<file path="src/rtl/wallace_cpa.sv">
// Two-stage pipelined carry-propagate adder resolving the Wallace-tree sum/carry pair.
// Optional registered zero flag on result_o when WALLACE_CPA_ZERO_FLAG_EN is defined.
module wallace_cpa #(
    parameter int unsigned DW    = 16,
    parameter int unsigned SPLIT = DW / 2
) (
    input  logic          clk_i,
    input  logic          rst_ni,
    input  logic          valid_i,
    output logic          ready_o,
    input  logic [DW-1:0] sum_i,
    input  logic [DW-1:0] carry_i,
    output logic          valid_o,
    input  logic          ready_i,
    output logic [DW-1:0] result_o
`ifdef WALLACE_CPA_ZERO_FLAG_EN
    ,
    output logic          zero_o
`endif
);

    localparam int unsigned HW = DW - SPLIT;

    logic             r_s1_valid;
    logic [SPLIT-1:0] r_s1_lo;
    logic             r_s1_c1;
    logic [HW-1:0]    r_s1_sum_hi;
    logic [HW-1:0]    r_s1_carry_hi;
    logic             r_s2_valid;
    logic [DW-1:0]    r_s2_result;

    logic             w_en1;
    logic             w_en2;
    logic [SPLIT:0]   w_lo_sum;
    logic [HW-1:0]    w_hi;
    logic [DW-1:0]    w_result;

    // Stage enables and the two half-width adders.
    always_comb begin
        w_en2    = !r_s2_valid || ready_i;
        w_en1    = !r_s1_valid || w_en2;
        w_lo_sum = {1'b0, sum_i[SPLIT-1:0]} + {1'b0, carry_i[SPLIT-1:0]};
        w_hi     = r_s1_sum_hi + r_s1_carry_hi + HW'(r_s1_c1);
        w_result = {w_hi, r_s1_lo};
    end

    // Stage 1: resolve the low half, keep the raw high halves.
    always_ff @(posedge clk_i) begin
        if (!rst_ni) begin
            r_s1_valid    <= 1'b0;
            r_s1_lo       <= '0;
            r_s1_c1       <= 1'b0;
            r_s1_sum_hi   <= '0;
            r_s1_carry_hi <= '0;
        end else if (w_en1) begin
            r_s1_valid <= valid_i;
            if (valid_i) begin
                r_s1_lo       <= w_lo_sum[SPLIT-1:0];
                r_s1_c1       <= w_lo_sum[SPLIT];
                r_s1_sum_hi   <= sum_i[DW-1:SPLIT];
                r_s1_carry_hi <= carry_i[DW-1:SPLIT];
            end
        end
    end

    // Stage 2: high half plus low carry; final carry-out is dropped.
    always_ff @(posedge clk_i) begin
        if (!rst_ni) begin
            r_s2_valid  <= 1'b0;
            r_s2_result <= '0;
        end else if (w_en2) begin
            r_s2_valid <= r_s1_valid;
            if (r_s1_valid) begin
                r_s2_result <= w_result;
            end
        end
    end

`ifdef WALLACE_CPA_ZERO_FLAG_EN
    logic r_s2_zero;

    // Reset value is 1 because the reset result is 0.
    always_ff @(posedge clk_i) begin
        if (!rst_ni) begin
            r_s2_zero <= 1'b1;
        end else if (w_en2 && r_s1_valid) begin
            r_s2_zero <= (w_result == '0);
        end
    end

    assign zero_o = r_s2_zero;
`endif

    assign ready_o  = w_en1;
    assign valid_o  = r_s2_valid;
    assign result_o = r_s2_result;

endmodule

</file>
<file path="config.mk">
export PLATFORM = sky130hd
export DESIGN_NAME = wallace_cpa
export DESIGN_NICKNAME = d
export VERILOG_FILES = /design/src/rtl/wallace_cpa.sv
export SDC_FILE = /design/constraint.sdc
export NUM_CORES = 1
export LEC_CHECK = 0
export BUFFER_PORTS_ARGS = -buffer_cell sky130_fd_sc_hd__buf_4
export CAP_MARGIN = 30
export CELL_PAD_IN_SITES_DETAIL_PLACEMENT = 0
export CELL_PAD_IN_SITES_GLOBAL_PLACEMENT = 2
export CORE_ASPECT_RATIO = 1.4
export CORE_MARGIN = 4
export CORE_UTILIZATION = 32
export CTS_BUF_LIST = sky130_fd_sc_hd__clkbuf_4 sky130_fd_sc_hd__clkbuf_8
export CTS_CLUSTER_SIZE = 28
export DETAILED_ROUTE_END_ITERATION = 10
export PLACE_DENSITY = 0.92
export SLEW_MARGIN = 20
export SYNTH_ARGS = -nofsm -noshare
export SYNTH_HDL_FRONTEND = slang
export SYNTH_SLANG_ARGS = --single-unit
export TNS_END_PERCENT = 5
</file>
<file path="constraint.sdc">
create_clock -name clk_i -period 2.3 [get_ports clk_i]
set_input_delay 0.46 -clock clk_i [delete_from_list [all_inputs] [get_ports clk_i]]
set_output_delay 0.46 -clock clk_i [all_outputs]
set_load 0.02 [all_outputs]
</file>
==> impl_metrics.yaml <==
finish:
  nNetsFinal: 374
  final_common_cell: "nand2_1"
  fin_area_um2: 2800
  final_cell_mix: "nand2_1, buf_4, dfxtp_1"
  areaGrowthSynthToFinish_pct: 23.4
  n_antenna_cell: 0
  drive_gt1_share_pct: 21.9
  n_fill_cell: 775
floorplan:
  die_h_um: 108
  dieArea_um2: 8520
  start_util_pct: 32.7
  rows: 36
  die_w_um: 79.2
  io-pin-count: 54
  coreArea_um2: 6940
global_routing:
  grt_pass1_wl_um: 8920
  grtUsageTotal_pct: 12.9
  grt_pass1_vias: 1944
  gr-total-overflow: 0
  antenna_found_initial: 0
  grt_max_degree: 25
pwr:
  seqPwrFrac_pct: 51.1
  power_frac_comb_pct: 20.5
  p_sw_share_pct: 27.8
  p_sw_uw: 444
  power.internal_mw: 1.16
  clkPwrFrac_pct: 28.3
  static-leakage-power_nw: 1.16
  cellPowerDensity_nw_per_um2: 571
  peakVddDrop_uv: 207
setup_path:
  critical_path.top_delay_family: "adder cells"
  start_kind: "flip-flop"
  slowest_delay_ns: 0.48
  crit_type: "flip-flop to flip-flop"
  crit_path_cell_trace: "fa_1 -> inv_1 -> fa_1 -> nor2b_1 -> o21a_1 -> o21a_1 -> o41ai_1"
  crit_slowest_cell: "fa_1"
  crit_arrival_ns: 2.14
  cp.depth: 7
  worstPathRequired_ns: 2.49
  endpoint_kind: "flip-flop"
  cp_num_buf_inv: 1
  crit_fanout: 4
  worstRegToRegCells: 7
route:
  dr.pass1.iters: 4
  drt_iter0_markers: 87
  avgViaCountPerCell: 5.00
  drt-total-wl_um: 5440
  ant_nets: 0
  num_vias: 2075
  avgRoutedWirePerCell_um: 13.1
  drc_errors: 0
timing:
  period_needed_ns: 1.95
  rsz0062_at_grt: "false"
  tns_ns: 0
  skew_ns: 0.00492
  slew_viol_final: 0
  hold_violations: 0
  setup_viol: 0
  relSlewSlack_pct: 58.4
  tightest_slew_ns: 0.623
  post-route-period-util_pct: 84.7
  fmaxAchievable_mhz: 513
cts:
  cts_sinks: 43
  root_buffer: "clkbuf_8"
  insertion_delay_ns: 0.29
  ctsResizeCount: 0
  cts_tree: "yes"
  hold_buffers: 0
  cts_buffer_depth: 2
  clk_pin_slew_ns: 0.08
  cts_buffers: 5
  post-cts-setup-buffers: 0
  htree_levels: 2
place:
  dp_hpwl_um: 4130
  postPlaceCellArea_um2: 2730
  placement.io_buffers: 53
  place.gp.congestion: 0.755
synth:
  synth.distinct_cells: 43
  synth_top_area_share_pct: 37.9
  syn_area_um2: 2270
  ys_ff_latch: 43
  synthesis.nets: 324
  synth-seq-area-share_pct: 37.9
  syn-instance-count: 271
  yosysWarnings: 0
  synth_area_leaders: "dfxtp_1, nand2_1, ha_1"
  syn_area_per_cell_um2: 8.38
  yosys.area.top_type: "dfxtp_1"
worst_hold_path:
  holdPathStages: 3
  hp-class: "input pin to flip-flop"
outcome:
  status: "finished, final reports clean"
flow_run:
  drv_cap: 0
through the flow:
step,utilization (%),hold slack [ns],instances,setup slack (ns),power (mW)
2_1_floorplan,-,0.432,271,0.312,1.05
3_3_place_gp,39.3,0.440,409,0.107,1.16
3_5_place_dp,39.3,0.446,409,0.0487,1.17
4_1_cts,40.4,0.408,415,0.347,1.62
5_1_grt,40.4,0.405,415,0.270,1.69
6_report,40.4,0.413,415,0.351,1.60
synthesized netlist by cell type (all sizes together):
| cell type | count |
|---|---|
| nor4 | 1 |
| a31oi | 6 |
| a2111o | 1 |
| o311ai | 1 |
| nand4b | 1 |
| o211ai | 8 |
| o221ai | 1 |
| fa | 3 |
| ha | 14 |
| nand2 | 65 |
| nand2b | 1 |
| a211o | 6 |
| buf | 12 |
| or3 | 5 |
| clkbuf | 2 |
| and3 | 2 |
| o21ai | 9 |
| nor2 | 10 |
| a211oi | 6 |
| inv | 7 |
| nor3 | 5 |
| a21o | 3 |
| nor2b | 2 |
| and3b | 2 |
| o21bai | 2 |
| o21a | 4 |
| dfxtp | 43 |
| o41ai | 1 |
| nand3 | 2 |
| xnor2 | 3 |
| a21oi | 35 |
| nand3b | 6 |
| o2111ai | 1 |
| o31a | 1 |
path summary, 6_finish.rpt:
check | from | to | slack [ns]
max | r_s1_c1$_SDFFE_PN0P_ | result_o[12]$_SDFFE_PN0P_ | 0.35
min | sum_i[9] | r_s1_sum_hi[1]$_SDFFE_PN0P_ | 0.41
max reg2reg | r_s1_c1$_SDFFE_PN0P_ | result_o[12]$_SDFFE_PN0P_ | 0.35
min reg2reg | result_o[10]$_SDFFE_PN0P_ | result_o[10]$_SDFFE_PN0P_ | 0.46
worst register-to-register path: cells and delay by family (launching register included):
kind / cells / cell delay (ns)
AOI/OAI and AO/OA: 3 / 0.67
adders and majority gates: 2 / 0.69
DFF: 1 / 0.34
buffers and inverters: 1 / 0.10
and+or+nand+nor: 1 / 0.06
registers in the layout, summed over array words and instances (netlist names):
name / count
result_o: 16
r_s1_lo: 8
r_s1_sum_hi: 8
r_s1_carry_hi: 8
valid_o: 1
r_s1_valid: 1
r_s1_c1: 1
power groups by stage:
| stage | Clock, mW | Combinational, mW | Sequential (mW) |
|---|---|---|---|
| 3_3_place_gp | 0 | 0.327 | 0.835 |
| 4_1_cts | 0.474 | 0.331 | 0.818 |
| 2_1_floorplan | 0 | 0.203 | 0.844 |
| 3_5_place_dp | 0 | 0.330 | 0.836 |
| 6_report | 0.453 | 0.329 | 0.818 |
| 5_1_grt | 0.501 | 0.365 | 0.824 |
logic make-up after synthesis:
| group | after synthesis | synth area share (%) |
|---|---|---|
| simple gates | 102 | 21.1 |
| compound gates | 85 | 24.3 |
| flops | 43 | 37.9 |
| buf+inv | 21 | 5.18 |
| fa+ha+maj | 17 | 10.4 |
| xor+xnor | 3 | 1.16 |
cell type report:
class	instances	area (um2)	share of cell area [%]
repair buffers	57	428	15.3
well taps	95	119	4.24
inverters	7	26.3	0.938
multi-input cells	207	1290	46.1
flip-flops and latches	43	861	30.7
clock buffers	6	76.3	2.72
per-layer routing:
layer | vias to the layer above | routed length (um) | global-route usage, %
li1 | 1063 | - | -
met1 | 950 | 2410 | 16.0
met2 | 52 | 2660 | 21.9
met3 | 10 | 271 | 2.18
met4 | 0 | 89 | 5.04
met5 | - | 0 | 0
Note: power is estimated with default switching activity, not from simulation.
